$ cat src/rtl/load_store_unit_if.sv
// rtl/load_store_unit_if.sv - core/data-memory bus seen by the load/store unit
// Optional core_misalign_o exists only when LSU_MISALIGN_EXC_EN is defined.
interface load_store_unit_if #(
  parameter int ADDR_W = 32,
  parameter int DATA_W = 32
);
  logic              core_req_i;
  logic              core_we_i;
  logic [2:0]        core_size_i;
  logic [ADDR_W-1:0] core_addr_i;
  logic [DATA_W-1:0] core_wd_i;
  logic [DATA_W-1:0] core_rd_o;
  logic              core_stall_o;
  logic              mem_req_o;
  logic              mem_we_o;
  logic [DATA_W/8-1:0] mem_be_o;
  logic [ADDR_W-1:0] mem_addr_o;
  logic [DATA_W-1:0] mem_wd_o;
  logic [DATA_W-1:0] mem_rd_i;
  logic              mem_ready_i;
`ifdef LSU_MISALIGN_EXC_EN
  logic              core_misalign_o;

  modport slave (
    input  core_req_i, core_we_i, core_size_i, core_addr_i, core_wd_i,
    input  mem_rd_i, mem_ready_i,
    output core_rd_o, core_stall_o, core_misalign_o,
    output mem_req_o, mem_we_o, mem_be_o, mem_addr_o, mem_wd_o
  );
  modport master (
    output core_req_i, core_we_i, core_size_i, core_addr_i, core_wd_i,
    output mem_rd_i, mem_ready_i,
    input  core_rd_o, core_stall_o, core_misalign_o,
    input  mem_req_o, mem_we_o, mem_be_o, mem_addr_o, mem_wd_o
  );
`else
  modport slave (
    input  core_req_i, core_we_i, core_size_i, core_addr_i, core_wd_i,
    input  mem_rd_i, mem_ready_i,
    output core_rd_o, core_stall_o,
    output mem_req_o, mem_we_o, mem_be_o, mem_addr_o, mem_wd_o
  );
  modport master (
    output core_req_i, core_we_i, core_size_i, core_addr_i, core_wd_i,
    output mem_rd_i, mem_ready_i,
    input  core_rd_o, core_stall_o,
    input  mem_req_o, mem_we_o, mem_be_o, mem_addr_o, mem_wd_o
  );
`endif
endinterface

$ cat src/rtl/load_store_unit.sv
// rtl/load_store_unit.sv - data-memory responder: one-cycle stall protocol, byte lanes, load extension
// Optional misaligned-access trap enabled by LSU_MISALIGN_EXC_EN.
module load_store_unit #(
  parameter int ADDR_W = 32,
  parameter int DATA_W = 32
) (
  input logic               clk_i,
  input logic               rst_i,
  load_store_unit_if.slave  bus
);
  localparam logic [2:0] SZ_B  = 3'd0;
  localparam logic [2:0] SZ_H  = 3'd1;
  localparam logic [2:0] SZ_W  = 3'd2;
  localparam logic [2:0] SZ_BU = 3'd4;
  localparam logic [2:0] SZ_HU = 3'd5;

  logic              stall_q, stall_d;
  logic [1:0]        a;
  logic [2:0]        size;
  logic              req;
  logic              misalign;
  logic              ready_eff;
  logic [7:0]        rd_byte;
  logic [15:0]       rd_half;
  logic [DATA_W-1:0] load_data;
  logic [3:0]        be;
  logic [ADDR_W-1:0] addr;

  always_comb begin
    addr     = bus.core_addr_i;
    a        = addr[1:0];
    size     = bus.core_size_i;
    req      = bus.core_req_i & ~rst_i;
    misalign = 1'b0;
`ifdef LSU_MISALIGN_EXC_EN
    case (size)
      SZ_H, SZ_HU: misalign = req & a[0];
      SZ_W:        misalign = req & (a != 2'b00);
      default:     misalign = 1'b0;
    endcase
`endif
    // A trapped access never reaches memory, so it completes as if ready.
    ready_eff = bus.mem_ready_i | misalign;
    stall_d   = req & ~(stall_q & ready_eff);

    rd_byte = bus.mem_rd_i[{a, 3'b000} +: 8];
    rd_half = a[1] ? bus.mem_rd_i[31:16] : bus.mem_rd_i[15:0];
    case (size)
      SZ_B:    load_data = {{24{rd_byte[7]}}, rd_byte};
      SZ_BU:   load_data = {24'h0, rd_byte};
      SZ_H:    load_data = {{16{rd_half[15]}}, rd_half};
      SZ_HU:   load_data = {16'h0, rd_half};
      SZ_W:    load_data = bus.mem_rd_i;
      default: load_data = '0;
    endcase

    // Unsigned size codes only make sense for loads; a store with them writes nothing.
    case (size)
      SZ_B:    be = 4'b0001 << a;
      SZ_H:    be = 4'b0011 << {a[1], 1'b0};
      SZ_W:    be = 4'b1111;
      SZ_BU:   be = bus.core_we_i ? 4'b0000 : (4'b0001 << a);
      SZ_HU:   be = bus.core_we_i ? 4'b0000 : (4'b0011 << {a[1], 1'b0});
      default: be = 4'b0000;
    endcase

    case (size)
      SZ_B, SZ_BU: bus.mem_wd_o = {4{bus.core_wd_i[7:0]}};
      SZ_H, SZ_HU: bus.mem_wd_o = {2{bus.core_wd_i[15:0]}};
      default:     bus.mem_wd_o = bus.core_wd_i;
    endcase

    bus.core_stall_o = stall_d;
    bus.mem_req_o    = req & ~misalign;
    bus.mem_we_o     = req & ~misalign & bus.core_we_i;
    bus.mem_be_o     = (req & ~misalign) ? be : 4'b0000;
    bus.mem_addr_o   = addr;
    bus.core_rd_o    = (rst_i | misalign) ? '0 : load_data;
`ifdef LSU_MISALIGN_EXC_EN
    bus.core_misalign_o = misalign & ~stall_d;
`endif
  end

  always_ff @(posedge clk_i) begin
    if (rst_i) begin
      stall_q <= 1'b0;
    end else begin
      stall_q <= stall_d;
    end
  end
endmodule

$ cat src/flat_wrapper.sv
// flat-port wrapper written by rule: the top's interface ports become plain ports
module load_store_unit_flat 
#(
  parameter int ADDR_W = 32,
  parameter int DATA_W = 32
)
  (clk_i, rst_i, bus_core_req_i, bus_core_we_i, bus_core_size_i, bus_core_addr_i, bus_core_wd_i, bus_mem_rd_i, bus_mem_ready_i, bus_core_rd_o, bus_core_stall_o, bus_mem_req_o, bus_mem_we_o, bus_mem_be_o, bus_mem_addr_o, bus_mem_wd_o);
  load_store_unit_if #(.ADDR_W(ADDR_W), .DATA_W(DATA_W)) bus_i ();
  input logic clk_i;
  input logic rst_i;
  input wire logic [$bits(bus_i.core_req_i)-1:0] bus_core_req_i;
  input wire logic [$bits(bus_i.core_we_i)-1:0] bus_core_we_i;
  input wire logic [$bits(bus_i.core_size_i)-1:0] bus_core_size_i;
  input wire logic [$bits(bus_i.core_addr_i)-1:0] bus_core_addr_i;
  input wire logic [$bits(bus_i.core_wd_i)-1:0] bus_core_wd_i;
  input wire logic [$bits(bus_i.mem_rd_i)-1:0] bus_mem_rd_i;
  input wire logic [$bits(bus_i.mem_ready_i)-1:0] bus_mem_ready_i;
  output wire logic [$bits(bus_i.core_rd_o)-1:0] bus_core_rd_o;
  output wire logic [$bits(bus_i.core_stall_o)-1:0] bus_core_stall_o;
  output wire logic [$bits(bus_i.mem_req_o)-1:0] bus_mem_req_o;
  output wire logic [$bits(bus_i.mem_we_o)-1:0] bus_mem_we_o;
  output wire logic [$bits(bus_i.mem_be_o)-1:0] bus_mem_be_o;
  output wire logic [$bits(bus_i.mem_addr_o)-1:0] bus_mem_addr_o;
  output wire logic [$bits(bus_i.mem_wd_o)-1:0] bus_mem_wd_o;
  assign bus_i.core_req_i = bus_core_req_i;
  assign bus_i.core_we_i = bus_core_we_i;
  assign bus_i.core_size_i = bus_core_size_i;
  assign bus_i.core_addr_i = bus_core_addr_i;
  assign bus_i.core_wd_i = bus_core_wd_i;
  assign bus_i.mem_rd_i = bus_mem_rd_i;
  assign bus_i.mem_ready_i = bus_mem_ready_i;
  assign bus_core_rd_o = bus_i.core_rd_o;
  assign bus_core_stall_o = bus_i.core_stall_o;
  assign bus_mem_req_o = bus_i.mem_req_o;
  assign bus_mem_we_o = bus_i.mem_we_o;
  assign bus_mem_be_o = bus_i.mem_be_o;
  assign bus_mem_addr_o = bus_i.mem_addr_o;
  assign bus_mem_wd_o = bus_i.mem_wd_o;
  load_store_unit #(.ADDR_W(ADDR_W), .DATA_W(DATA_W)) u_core (.clk_i(clk_i), .rst_i(rst_i), .bus(bus_i));
endmodule
$ cat config.mk
export PLATFORM = sky130hd
export DESIGN_NAME = load_store_unit_flat
export DESIGN_NICKNAME = d
export VERILOG_FILES = /design/src/rtl/load_store_unit_if.sv /design/src/rtl/load_store_unit.sv /design/src/flat_wrapper.sv
export SDC_FILE = /design/constraint.sdc
export NUM_CORES = 1
export LEC_CHECK = 0
export BUFFER_PORTS_ARGS = -buffer_cell sky130_fd_sc_hd__buf_2
export CAP_MARGIN = 0
export CELL_PAD_IN_SITES_DETAIL_PLACEMENT = 1
export CELL_PAD_IN_SITES_GLOBAL_PLACEMENT = 1
export CORE_MARGIN = 5
export CORE_UTILIZATION = 20
export CTS_CLUSTER_SIZE = 12
export DETAILED_ROUTE_END_ITERATION = 8
export GPL_TIMING_DRIVEN = 0
export HOLD_SLACK_MARGIN = 0.12
export PLACE_DENSITY = 0.95
export SYNTH_ARGS = -nofsm -noshare
export SYNTH_HDL_FRONTEND = slang
export SYNTH_SLANG_ARGS = --single-unit
$ cat constraint.sdc
create_clock -name clk_i -period 5.52 [get_ports clk_i]
set_input_delay 0.828 -clock clk_i [delete_from_list [all_inputs] [get_ports clk_i]]
set_output_delay 0.828 -clock clk_i [all_outputs]
set_load 0.01 [all_outputs]
Yosys cells after proc, flatten, opt, wreduce, memory -nomap -nowiden
Cells that the tools add are included.
{"block": "op_classes", "eq_ne": 4, "n_shift": 3, "mux": 8, "n_bitwise": 6, "n_reduce_logical": 3}
{"operator": "$pmux 32 s5", "count": 1}
{"operator": "$pmux 32 s2", "count": 1}
{"operator": "$mux 32", "count": 1}
{"operator": "$shiftx 32x6->8", "count": 1}
{"operator": "$pmux 4 s5", "count": 1}
{"operator": "$mux 16", "count": 1}
{"operator": "$mux 4", "count": 3}
{"operator": "$eq 3x3->1 const B", "count": 2}
{"operator": "$and 1x1->1", "count": 4}
{"operator": "$reduce_or 2->1", "count": 2}
{"operator": "$shl 1x2->4 const A", "count": 1}
{"operator": "$shl 2x2->4 const A", "count": 1}
{"operator": "$eq 3x1->1 const B", "count": 1}
{"operator": "$eq 3x2->1 const B", "count": 1}
{"operator": "$logic_not 3->1", "count": 1}
{"operator": "$not 1->1", "count": 2}
{"block": "word_totals", "register_bits": 1, "inputBits": 104, "output_inout_bits": 103}

Longest topological paths before layout
{"block": "logic_depth", "depth_word": 4, "depth_mapped": 6, "depth_no_buf": 3}

Worst setup path after synthesis
Ideal clock, no wire load.
{"block": "synth_path", "kind": "input -> output", "start": "in bus_core_size_i[0]", "end": "out bus_core_rd_o[20]", "arrival_ns": 2.140, "setup_slack_ns": 2.552, "cell_stages": 6, "n_path_buf": 3, "cell_sequence": "buf_6 nor2b_4 buf_4 a222oi_1 buf_6 a21oi_1"}
{"block": "synth_via", "elab_chain_cells": 3, "elab_cells_between_ends": 7, "classes_between": "eq/ne: 4; mux: 2; reduce/logical: 1"}
{"item": "start: declaration", "line": "flat_wrapper.sv:13", "text": "input wire logic [$bits(bus_i.core_size_i)-1:0] bus_core_size_i;"}
{"item": "$eq 3x2->1 (tied with other cells)", "line": "load_store_unit.sv:48", "text": "case (size)"}
{"item": "$pmux 32 s5 (*)", "line": "load_store_unit.sv:48"}
{"item": "$mux 32 (*)", "line": "load_store_unit.sv:78", "text": "bus.core_rd_o = (rst_i | misalign) ? '0 : load_data;"}
{"item": "end: declaration", "line": "flat_wrapper.sv:18", "text": "output wire logic [$bits(bus_i.core_rd_o)-1:0] bus_core_rd_o;"}
Every way passes the cells marked *; elsewhere a longest branch is shown, timed or not.

Worst setup path in the final report
{"block": "layout_path", "start": "in bus_core_addr_i[0]", "end": "out bus_core_rd_o[22]"}
{"block": "layout_via", "elab_chain_cells": 3}
{"item": "start: declaration", "line": "flat_wrapper.sv:14", "text": "input wire logic [$bits(bus_i.core_addr_i)-1:0] bus_core_addr_i;"}
{"item": "$shiftx 32x6->8", "line": "load_store_unit.sv:46", "text": "rd_byte = bus.mem_rd_i[{a, 3'b000} +: 8];"}
{"item": "$pmux 32 s5", "line": "load_store_unit.sv:48"}
{"item": "$mux 32", "line": "load_store_unit.sv:78"}
Every way passes these cells.

==> metrics.txt <==
row cnt=32; Reg-to-Reg End=u_core.stall_q$_SDFF_PP0_; vias per cell=4.75; Critical Path RT=4690 ps; Static Leak=0.00134 uW; Max Fclk=269 MHz; ranking of synthesized cells by area=mux2_2, buf_4, a21oi_1, nand2_1, mux2i_1; Worst EP arrival=2890 ps; Slew Viols, Final=0; Hold Buf Count CTS=0; final hold violation count=0; largest net degree at the start of global routing=11; Die X=97.6 um; FF+latch count, synth=1; Routed Antenna Nets=0; CP endpoint kind=primary output; drt initial violations=56; Placeable Area=7610 um2; final setup violation count=0; Yosys warning count=0; CP max FO=10; Setup Fix Bufs, Post-CTS=0; max cap viols=0; Worst Tran Pin Value=1270 ps; dpl hpwl=7480 um; layout cell share with drive strength beyond 1=64.8%; Biggest register=u_core.stall_q; post-CTS sizing=0; Post-Syn Area=1540 um2; final clock skew=0 ps; die area=9530 um2; vias in the first global route=2562; Most used DFF post-synth=dfxtp_1; Layout area overhead=65.0%; first-pass GRT wire length=13000 um; GRT Util Overall=16.2%; largest area contributor in the netlist=mux2_2; Setup TNS=0 ps; Post-synth EDFFs=0; RR Startpoint=u_core.stall_q$_SDFF_PP0_; RSZ-0062 raised after global routing=false; Initial Util=20.2%; worst slew margin relative to its limit=15.4%; grt ovf=0; max reg flops=1; Power Density=86.4 nW/um2; routability-driven placement congestion ratio=0.793; Post-Syn Instances=221; syn avg cell area=6.95 um2; count leader, synth=buf_4; Placement Cell Area=2530 um2; biggest regs=u_core.stall_q x1; wire per inst=17.1 um; Final Cell Area=2530 um2; Crit Path Class=in2out; syn nets=325; Tcrit/Tclk final=67.3%; worst IR drop on VDD=0.0350 mV; die height=97.6 um; drt first pass iters=4; worst min-delay path category=reg2reg; DRC viols=0; Critical Path Sink=bus_core_rd_o[22]; initial antenna violation count=0; Seq/Total Area, Yosys=1.30%; status=finished, final reports clean; Yosys top cell area share=24.2%; routed wire length=8520 um; Nets=501; n_diodes=0; Post-synth top cells=buf_4, a21oi_1, mux2_2; fin crit period=3710 ps; setup slack, reg-to-reg=4990 ps; crit path from=bus_core_addr_i[0]; num ports=207; clk_lat worst skew=0 ps; R2R cell count=1; Worst setup SP type=input port; Post-synth ARST share=0%; Unique masters post-synth=27; IO buf count=174; via count=2359; clock slew at reported path FFs=0 ps
## worst max-delay path: stages
cell      delay, ps
buf_2           140
mux2_4          310
a222oi_1       1070
buf_6           260
a21oi_1          90
buf_2           180
## area by class of cell
| type | instances | area [um2] |
|---|---|---|
| Multi-Input combinational cell | 158 | 1110 |
| Sequential cell | 1 | 20.0 |
| Fill cell | 1016 | 5070 |
| Tap cell | 102 | 128 |
| Timing Repair Buffer | 174 | 871 |
| Buffer | 60 | 398 |
| Inverter | 2 | 7.51 |
## cells by family after synthesis
logic type	Yosys count	share of synthesized area, %
flops	1	1.30
buf+inv	62	26.4
compound gates	69	26.5
mux	43	31.9
simple gates	46	13.9
## worst min path at each step
| stage | to | from | depth (start not counted) |
|---|---|---|---|
| after floorplan | u_core.stall_q$_SDFF_PP0_ | u_core.stall_q$_SDFF_PP0_ | 1 |
| after global placement | u_core.stall_q$_SDFF_PP0_ | u_core.stall_q$_SDFF_PP0_ | 1 |
| after detailed placement | u_core.stall_q$_SDFF_PP0_ | u_core.stall_q$_SDFF_PP0_ | 1 |
| after CTS | u_core.stall_q$_SDFF_PP0_ | u_core.stall_q$_SDFF_PP0_ | 1 |
| after global routing | u_core.stall_q$_SDFF_PP0_ | u_core.stall_q$_SDFF_PP0_ | 1 |
| final | u_core.stall_q$_SDFF_PP0_ | u_core.stall_q$_SDFF_PP0_ | 1 |
## layout by cell type, fill, tap and decap left out, types with 2 or more instances in the layout
| cell type | count |
|---|---|
| nand2_1 | 25 |
| clkbuf_1 | 12 |
| mux2_2 | 33 |
| a22oi_1 | 10 |
| nor3_1 | 2 |
| a21boi_0 | 2 |
| o21ai_0 | 12 |
| buf_1 | 2 |
| mux2i_1 | 8 |
| buf_6 | 2 |
| nand2b_1 | 3 |
| a32oi_1 | 7 |
| nor2_1 | 4 |
| nand3_1 | 7 |
| buf_4 | 41 |
| a21oi_1 | 37 |
| nor3b_1 | 2 |
| buf_2 | 177 |
## layer usage
metal  global-route usage [%]  vias to the layer above  wire length, um
met5                        0                        -                0
met3                     4.16                       10              796
li1                         -                     1114                -
met1                     17.5                     1089             3120
met2                     31.6                      146             4490
met4                     2.66                        0              116
## report_power, final
part | leakage (uW) | internal [uW] | total (uW) | switching, uW
logic | 0.00133 | 103 | 211 | 108
clock network | 0 | 0 | 0 | 0
registers | 0.00000831 | 7.80 | 8.01 | 0.204
## stage by stage
stage	total power [uW]	instances	setup WS, ps	hold WS, ps	utilization [%]
floorplan	126	221	2550	413	-
global placement	215	497	1830	422	33.3
detailed placement	221	497	1820	458	33.3
CTS	222	497	1810	458	33.3
global route	238	497	1720	484	33.3
finish	219	497	1810	453	33.3
Power figures use the tool's default switching activity.
